$ cat config.mk
export PLATFORM = sky130hd
export DESIGN_NAME = div_issue_ctrl_flat
export DESIGN_NICKNAME = d
export VERILOG_FILES = /design/src/rtl/div_issue_ctrl_if.sv /design/src/rtl/div_issue_ctrl.sv /design/src/flat_wrapper.sv
export SDC_FILE = /design/constraint.sdc
export NUM_CORES = 1
export LEC_CHECK = 0
export ABC_AREA = 1
export BUFFER_PORTS_ARGS = -buffer_cell sky130_fd_sc_hd__buf_2
export CELL_PAD_IN_SITES_DETAIL_PLACEMENT = 2
export CELL_PAD_IN_SITES_GLOBAL_PLACEMENT = 2
export CORE_MARGIN = 2
export CORE_UTILIZATION = 27
export CTS_CLUSTER_DIAMETER = 80
export CTS_CLUSTER_SIZE = 10
export DETAILED_ROUTE_END_ITERATION = 10
export GPL_TIMING_DRIVEN = 0
export HOLD_SLACK_MARGIN = 0.08
export PLACE_DENSITY = 0.81
export SLEW_MARGIN = 20
export SYNTH_ARGS = -nofsm -noshare
export SYNTH_HDL_FRONTEND = slang
export SYNTH_SLANG_ARGS = --single-unit
$ cat constraint.sdc
create_clock -name clk -period 3.9 [get_ports clk]
set_clock_uncertainty 0.2 [all_clocks]
set_input_delay 0.195 -clock clk [delete_from_list [all_inputs] [get_ports clk]]
set_output_delay 0.195 -clock clk [all_outputs]
set_load 0.02 [all_outputs]
$ cat src/rtl/div_issue_ctrl_if.sv
// Issue-side bundle for div_issue_ctrl: upstream (ID/EX) handshake, flush,
// the iterative-divider request/result lines and the downstream (MEM) handshake.
// The controller uses the slave modport; the surrounding pipeline/divider uses master.
interface div_issue_ctrl_if #(
    parameter int DEST_W = 5
);
    // upstream
    logic              in_valid;
    logic              in_ready;
    logic [1:0]        in_op;
    logic [31:0]       in_x;
    logic [31:0]       in_y;
    logic [DEST_W-1:0] in_dest;
    logic              flush;

    // iterative divider
    logic              div_req;
    logic              div_signed;
    logic [31:0]       div_x;
    logic [31:0]       div_y;
    logic [31:0]       div_s;
    logic [31:0]       div_r;
    logic              div_done;

    // downstream
    logic              out_valid;
    logic              out_ready;
    logic [31:0]       out_result;
    logic [DEST_W-1:0] out_dest;

    logic              busy;

    modport slave (
        input  in_valid, in_op, in_x, in_y, in_dest, flush,
        input  div_s, div_r, div_done,
        input  out_ready,
        output in_ready,
        output div_req, div_signed, div_x, div_y,
        output out_valid, out_result, out_dest,
        output busy
    );

    modport master (
        output in_valid, in_op, in_x, in_y, in_dest, flush,
        output div_s, div_r, div_done,
        output out_ready,
        input  in_ready,
        input  div_req, div_signed, div_x, div_y,
        input  out_valid, out_result, out_dest,
        input  busy
    );
endinterface

$ cat src/rtl/div_issue_ctrl.sv
// div_issue_ctrl: issues one divide at a time to an iterative divider, holds the
// operands stable while it works, and returns quotient or remainder downstream.
//
// Optional feature: define DIV_ZERO_BYPASS_EN to short-circuit a zero divisor
// (quotient all ones, remainder = dividend) without starting the divider.
//
// state | meaning
// IDLE  | no operation held, ready to accept
// BUSY  | divider running on the held operands
// DONE  | result presented downstream (out_valid)
// DRAIN | flushed while running; keep div_req up until the divider finishes, drop result
module div_issue_ctrl #(
    parameter int DEST_W = 5
) (
    input  logic           clk,
    input  logic           resetn,
    div_issue_ctrl_if.slave bus
);

    typedef enum logic [1:0] {
        IDLE  = 2'd0,
        BUSY  = 2'd1,
        DONE  = 2'd2,
        DRAIN = 2'd3
    } state_t;

    state_t            state_q;
    state_t            state_d;

    logic [1:0]        op_q;
    logic [31:0]       x_q;
    logic [31:0]       y_q;
    logic [DEST_W-1:0] dest_q;
    logic [31:0]       result_q;

    logic              in_ready;
    logic              accept;
    logic              zero_bypass;
    logic              load_div;
    logic              load_bypass;
    logic              div_req;
    logic              out_valid;
    logic              busy;

`ifdef DIV_ZERO_BYPASS_EN
    assign zero_bypass = (bus.in_y == 32'd0);
`else
    assign zero_bypass = 1'b0;
`endif

    // State register; reset abandons any in-flight operation.
    always_ff @(posedge clk or negedge resetn) begin
        if (!resetn) begin
            state_q <= IDLE;
        end else begin
            state_q <= state_d;
        end
    end

    // Next state, handshakes and divider request.
    always_comb begin
        state_d     = state_q;
        in_ready    = 1'b0;
        accept      = 1'b0;
        load_div    = 1'b0;
        load_bypass = 1'b0;
        div_req     = 1'b0;
        out_valid   = 1'b0;
        busy        = 1'b0;

        // resetn gates in_ready so nothing is offered while the block is held in reset.
        in_ready = resetn
                 & ((state_q == IDLE) | ((state_q == DONE) & bus.out_ready))
                 & ~bus.flush;
        accept      = bus.in_valid & in_ready;
        load_bypass = accept & zero_bypass;

        case (state_q)
            IDLE: begin
                if (accept) begin
                    state_d = zero_bypass ? DONE : BUSY;
                end
            end
            BUSY: begin
                div_req = 1'b1;
                busy    = 1'b1;
                // A flush coinciding with div_done has nothing left to drain.
                if (bus.div_done) begin
                    state_d  = bus.flush ? IDLE : DONE;
                    load_div = ~bus.flush;
                end else if (bus.flush) begin
                    state_d = DRAIN;
                end
            end
            DONE: begin
                out_valid = 1'b1;
                busy      = 1'b1;
                if (bus.flush) begin
                    state_d = IDLE;
                end else if (bus.out_ready) begin
                    if (accept) begin
                        state_d = zero_bypass ? DONE : BUSY;
                    end else begin
                        state_d = IDLE;
                    end
                end
            end
            DRAIN: begin
                div_req = 1'b1;
                busy    = 1'b1;
                if (bus.div_done) begin
                    state_d = IDLE;
                end
            end
            default: begin
                state_d = IDLE;
            end
        endcase
    end

    // Operand holding registers, loaded only on an accepted request.
    always_ff @(posedge clk or negedge resetn) begin
        if (!resetn) begin
            op_q   <= 2'd0;
            x_q    <= 32'd0;
            y_q    <= 32'd0;
            dest_q <= '0;
        end else if (accept) begin
            op_q   <= bus.in_op;
            x_q    <= bus.in_x;
            y_q    <= bus.in_y;
            dest_q <= bus.in_dest;
        end
    end

    // Result register: divider result on completion, or the zero-divisor value on bypass.
    always_ff @(posedge clk or negedge resetn) begin
        if (!resetn) begin
            result_q <= 32'd0;
        end else if (load_bypass) begin
            result_q <= bus.in_op[0] ? bus.in_x : 32'hFFFF_FFFF;
        end else if (load_div) begin
            result_q <= op_q[0] ? bus.div_r : bus.div_s;
        end
    end

    assign bus.in_ready   = in_ready;
    assign bus.div_req    = div_req;
    assign bus.div_signed = div_req & op_q[1];
    assign bus.div_x      = x_q;
    assign bus.div_y      = y_q;
    assign bus.out_valid  = out_valid;
    assign bus.out_result = result_q;
    assign bus.out_dest   = dest_q;
    assign bus.busy       = busy;

endmodule

$ cat src/flat_wrapper.sv
// flat-port wrapper written by rule: the top's interface ports become plain ports
module div_issue_ctrl_flat 
#(
    parameter int DEST_W = 5
)
  (clk, resetn, bus_in_valid, bus_in_op, bus_in_x, bus_in_y, bus_in_dest, bus_flush, bus_div_s, bus_div_r, bus_div_done, bus_out_ready, bus_in_ready, bus_div_req, bus_div_signed, bus_div_x, bus_div_y, bus_out_valid, bus_out_result, bus_out_dest, bus_busy);
  div_issue_ctrl_if #(.DEST_W(DEST_W)) bus_i ();
  input  logic clk;
  input  logic resetn;
  input wire logic [$bits(bus_i.in_valid)-1:0] bus_in_valid;
  input wire logic [$bits(bus_i.in_op)-1:0] bus_in_op;
  input wire logic [$bits(bus_i.in_x)-1:0] bus_in_x;
  input wire logic [$bits(bus_i.in_y)-1:0] bus_in_y;
  input wire logic [$bits(bus_i.in_dest)-1:0] bus_in_dest;
  input wire logic [$bits(bus_i.flush)-1:0] bus_flush;
  input wire logic [$bits(bus_i.div_s)-1:0] bus_div_s;
  input wire logic [$bits(bus_i.div_r)-1:0] bus_div_r;
  input wire logic [$bits(bus_i.div_done)-1:0] bus_div_done;
  input wire logic [$bits(bus_i.out_ready)-1:0] bus_out_ready;
  output wire logic [$bits(bus_i.in_ready)-1:0] bus_in_ready;
  output wire logic [$bits(bus_i.div_req)-1:0] bus_div_req;
  output wire logic [$bits(bus_i.div_signed)-1:0] bus_div_signed;
  output wire logic [$bits(bus_i.div_x)-1:0] bus_div_x;
  output wire logic [$bits(bus_i.div_y)-1:0] bus_div_y;
  output wire logic [$bits(bus_i.out_valid)-1:0] bus_out_valid;
  output wire logic [$bits(bus_i.out_result)-1:0] bus_out_result;
  output wire logic [$bits(bus_i.out_dest)-1:0] bus_out_dest;
  output wire logic [$bits(bus_i.busy)-1:0] bus_busy;
  assign bus_i.in_valid = bus_in_valid;
  assign bus_i.in_op = bus_in_op;
  assign bus_i.in_x = bus_in_x;
  assign bus_i.in_y = bus_in_y;
  assign bus_i.in_dest = bus_in_dest;
  assign bus_i.flush = bus_flush;
  assign bus_i.div_s = bus_div_s;
  assign bus_i.div_r = bus_div_r;
  assign bus_i.div_done = bus_div_done;
  assign bus_i.out_ready = bus_out_ready;
  assign bus_in_ready = bus_i.in_ready;
  assign bus_div_req = bus_i.div_req;
  assign bus_div_signed = bus_i.div_signed;
  assign bus_div_x = bus_i.div_x;
  assign bus_div_y = bus_i.div_y;
  assign bus_out_valid = bus_i.out_valid;
  assign bus_out_result = bus_i.out_result;
  assign bus_out_dest = bus_i.out_dest;
  assign bus_busy = bus_i.busy;
  div_issue_ctrl #(.DEST_W(DEST_W)) u_core (.clk(clk), .resetn(resetn), .bus(bus_i));
endmodule
### Word level (Yosys, flattened, before mapping)

Cells that the tools add are included.

| operators by class | value |
|---|---|
| $add $sub $neg | 0 |
| multiply operators | 0 |
| div/mod/pow operators | 0 |
| order comparisons | 0 |
| eq/ne operators | 7 |
| shift-type cells | 0 |
| mux-type cells | 15 |
| bitwise gates (word level) | 7 |
| reduce and logical (&&, ||, !) cells | 4 |

Operator list:

| cell | number |
|---|---|
| two-way mux 32 bit | 1 |
| two-way mux 2 bit | 7 |
| one-hot mux 2 bit (4 select lines) | 1 |
| two-way mux 1 bit | 6 |
| != test 3 bit (second input constant) | 2 |
| bitwise AND 1 bit | 5 |
| equality test 2 bit (second input constant) | 2 |
| AND reduction 4 bit | 1 |
| OR reduction 3 bit | 1 |
| equality test 2 x 1 -> 1 bit (second input constant) | 1 |
| zero test 2 bit | 1 |
| != test 2 x 1 -> 1 bit (second input constant) | 1 |
| != test 2 bit (second input constant) | 1 |
| OR reduction 2 bit | 1 |
| NOT 1 bit | 1 |
| OR 1 bit | 1 |

| storage, ports and cells | value |
|---|---|
| register bits after elaboration | 105 |
| latch bits | 0 |
| bits in writable memories | 0 |
| bits in read-only memories | 0 |
| bits of input ports | 141 |
| logic and storage cells | 39 |
| memories kept | 0 |

### Depth between registers and ports, before layout

| depth | value |
|---|---|
| depth in word-level cells | 10 |
| mapped depth | 8 |
| mapped depth without buffers | 8 |

### Worst setup path before layout

OpenSTA, ideal clock, no wires.

| timing path | value |
|---|---|
| path kind | register to register |
| from | register u_core.state_q[0] |
| to | register u_core.x_q[10] (netlist: u_core.bus.div_x[10]) |
| arrival | 1199 ps |
| path slack | 2369 ps |
| stages on the path, launching flop included | 8 |
| clock period less this slack | 1531 ps |
| cells stage by stage | dfrtp_1 -> buf_6 -> nor2_2 -> nand4_2 -> buf_4 -> buf_6 -> nand2_1 -> o21ai_0 |

| on the way | value |
|---|---|
| cells in the longest elaborated chain, start to end | 6 |
| elaborated cells on any way between the ends | 7 |
| those cells by class | 1 x eq/ne; 5 x bitwise; 1 x reduce/logical |

RTL lines:

| what | RTL line | source |
|---|---|---|
| start: declaration | div_issue_ctrl.sv:27 | `state_t state_q;` |
| start signal: assignment | div_issue_ctrl.sv:56 | `state_q <= state_d;` |
| equality test 2 bit | div_issue_ctrl.sv:73 | `& ((state_q == IDLE) \| ((state_q == DONE) & bus.out_ready))` |
| bitwise AND 1 bit | div_issue_ctrl.sv:73 |  |
| OR 1 bit (*) | div_issue_ctrl.sv:73 |  |
| bitwise AND 1 bit (*) | div_issue_ctrl.sv:73 |  |
| bitwise AND 1 bit (*) | div_issue_ctrl.sv:74 | `& ~bus.flush;` |
| bitwise AND 1 bit (*) | div_issue_ctrl.sv:75 | `accept = bus.in_valid & in_ready;` |
| end signal: assignment | div_issue_ctrl.sv:130 | `x_q <= bus.in_x;` |
| end: declaration | div_issue_ctrl.sv:31 | `logic [31:0] x_q;` |

Mark *: on every way between the ends. The rest lies on a longest branch, timed or not.
A chain may end at the register's enable or synchronous reset.

### Worst setup path in the final report

| timing path | value |
|---|---|
| from | input resetn |
| to | register u_core.x_q[15] (netlist: u_core.bus.div_x[15]) |

| on the way | value |
|---|---|
| cells in the longest elaborated chain, start to end | 3 |

RTL lines:

| what | RTL line | source |
|---|---|---|
| start: declaration | flat_wrapper.sv:9 | `input logic resetn;` |
| bitwise AND 1 bit | div_issue_ctrl.sv:73 |  |
| bitwise AND 1 bit | div_issue_ctrl.sv:74 |  |
| bitwise AND 1 bit | div_issue_ctrl.sv:75 |  |

Every way passes these cells.

==> run_results.csv <==
group,metric,value,unit
status,status,"finished clean",
clocking,clock_path_buffers,2,
logic_synthesis,seq_area_frac_synth,0.570,
setup_path,timing.rr.start,"u_core.state_q[1]",
layout,finalNonFillerCells,1099,
die,ios,247,
layout,finalInstanceArea,7860,um^2
route,drt_iter0_drc,166,
logic_synthesis,yosysWarningCount,0,
power,total_power,5.92,mW
setup_path,crit_slowest_cell,"dlygate4sd3_1",
placed_design,dp_cells,943,
clocking,cts-htree-levels,3,
setup_path,cp_cell_sequence,"dlygate4sd3_1, buf_6, buf_16, nand4_2, buf_4, buf_6, nand2_1, o21ai_0",
global_routing,gr-usage-all-layers,0.256,
setup_path,critPathRequiredTime,3.90,ns
logic_synthesis,syn_inst,476,
timing,slew_viol_final,0,
min_path,holdPathStages,6,
logic_synthesis,synth_fp_nets,617,
layout,fin_util,0.472,
setup_path,worstSetupStartpointType,"input port",
clocking,ctsResizeCount,0,
placed_design,globalplace.congestion,0.745,
timing,timing.final.hold_violations,0,
clocking,cts_tree,"done",
route,drt_pass1_iterations,4,
route,route.detailed.drc,0,
die,coreArea,16600,um^2
setup_path,end_kind,"flop",
setup_path,critical_path.top_delay_family,"buffers and inverters",
logic_synthesis,syn_area_per_cell,9.69,um^2
die,die_height,135,um
setup_path,ff2ff_path_depth,7,
setup_path,crit_arrival,2.61,ns
power,netSwitchingFraction,0.445,
route,vias_per_cell,4.58,
layout,nets,1014,
placed_design,dpl_cell_area,6150,um^2
global_routing,grt-ovfl-total,0,
die,fp.dieW,135,um
timing,fin_tns_setup,0,ns
min_path,hp-start,"bus_in_valid",
logic_synthesis,synth_area,4610,um^2
route,num_vias,5038,
clocking,clkTransAtPathRegs,0.07,ns
clocking,cts.sinks,105,
global_routing,antenna_found_initial,2,
clocking,numCtsBuffers,9,
power,seq_power_share,0.338,
timing,fin_crit,2.61,ns
layout,layout-drive-gt1-share,0.356,
die,start_util,0.277,
setup_path,critPathMaxFanout,58,
setup_path,ff2ff_setup_slack,1.65,ns
setup_path,path_buf_inv,5,
placed_design,dp_hpwl,13.0,mm
global_routing,grt_max_degree,59,
route,ant_nets,0,
clocking,clk-insertion-delay-late,0.35,ns
power,p_leak,4.17,nW
min_path,hold_end,"u_core.state_q[0]",
timing,fin_ws,1.29,ns
global_routing,grt_pass1_vias,6166,
die,rows,47,
placed_design,io_buffers,246,
logic_synthesis,yosys.cell_types.count,21,
timing,clock.fmax,384,MHz
layout,nFillCells,1751,
power,comb_power_share,0.494,
setup_path,crit_top_cell,"buf_6",
timing,period_share,0.669,
timing,relSlewSlack,0.567,
timing,grt_setup_unrepaired,"no",
die,die_area,18100,um^2
layout,regArea,2630,um^2
power,p_switching,2.63,mW
layout,multi_input_area,1470,um^2
power,power.density,753,nW/um^2
layout,final_cell_mix,"buf_2 (249), dlygate4sd3_1 (139), dfrtp_1 (105)",
global_routing,grt_pass1_wl,35.4,mm
layout,area_growth,70.4,%
power,power_frac_clock,0.168,
route,drt_wl_total,22.8,mm
timing,setup_violations,0,
logic_synthesis,ys_ff_latch,105,
clocking,cts-root-buf,"clkbuf_16",
setup_path,slowest_delay,0.54,ns
timing,tightestPinTransition,0.647,ns
setup_path,reg2reg_to,"u_core.state_q[1]",
placed_design,dp_slack,1.35,ns
flow_run,cap_violations,0,
power,ir_worst_vdd,0.322,mV
timing,holdWs,0.109,ns
setup_path,path_class,"in -> reg",
min_path,hp-class,"in -> reg",
power,p_int,3.28,mW
layout,final_common_cell,"buf_2",
route,wl_per_cell,20.8,um
-- logic make-up after synthesis --
logic type             share of synthesized area
AO/OA/AOI/OAI                              0.138
buffers and inverters                      0.111
flip-flops                                 0.570
multiplexers                              0.0695
AND/OR/NAND/NOR                            0.112
-- what timing repair did --
item                                    CTS  global route
hold buffers                            139             0
endpoints found under the setup margin    0             0
setup buffers                             0             0
endpoints found under the hold margin   209             0
-- Yosys cell counts, drive strengths merged --
cell,number,area share
buf,19,0.040
dfrtp,105,0.57
nand4,1,0.0027
and3,1,0.0014
nor2,38,0.031
a21oi,34,0.060
a31oi,1,0.0014
mux2i,32,0.069
clkbuf,8,0.0065
nor3,1,0.0035
inv,79,0.064
nand3,3,0.0033
o21ai,71,0.077
nand2,83,0.069
-- how the worst max path moves through the flow --
stage	start	end	slack, ns	cells after the start
after floorplan	u_core.state_q[0]	u_core.bus.div_x[10]	2.37	7
after global placement	resetn	u_core.bus.div_y[31]	-0.05	6
after detailed placement	resetn	u_core.bus.div_x[15]	1.35	7
after CTS	resetn	u_core.bus.div_x[15]	1.14	8
after global routing	resetn	u_core.bus.div_x[15]	1.03	8
final	resetn	u_core.bus.div_x[15]	1.29	8
-- worst min-delay path, stage by stage --
cell and delay [ns]:
buf_2 0.10, a31oi_1 0.10, inv_1 0.05, nand2_1 0.06, nand2_1 0.06, nand2_1 0.05
-- registers in the layout, summed over array words and instances, names as in the netlist --
signal	count
u_core.op_q	2
u_core.bus.out_dest	5
u_core.bus.div_y	32
u_core.bus.div_x	32
u_core.state_q	2
u_core.bus.out_result	32
-- metal layers --
metal | share of wire | global-route usage
met5 | 0 | 0
met4 | 0.025 | 0.0912
met3 | 0.065 | 0.0601
met2 | 0.54 | 0.488
met1 | 0.37 | 0.273
-- area by class of cell --
cell class | count | area share
Clock inverter | 5 | 0.0100
Inverter | 79 | 0.0377
Antenna cell | 1 | 0.000319
Multi-Input combinational cell | 265 | 0.187
Sequential cell | 105 | 0.334
Buffer | 27 | 0.0274
Clock buffer | 11 | 0.0296
Timing Repair Buffer | 386 | 0.338
Tap cell | 220 | 0.0350
-- power groups by stage --
stage	logic [mW]	clock network, mW	registers, mW
floorplan	0.902	0	2.57
global placement	2.43	0	1.91
detailed placement	2.56	0	1.95
CTS	2.80	1.01	1.94
global route	3.15	1.06	2.05
finish	2.92	0.992	2.00
(Power assumes the default switching activity.)
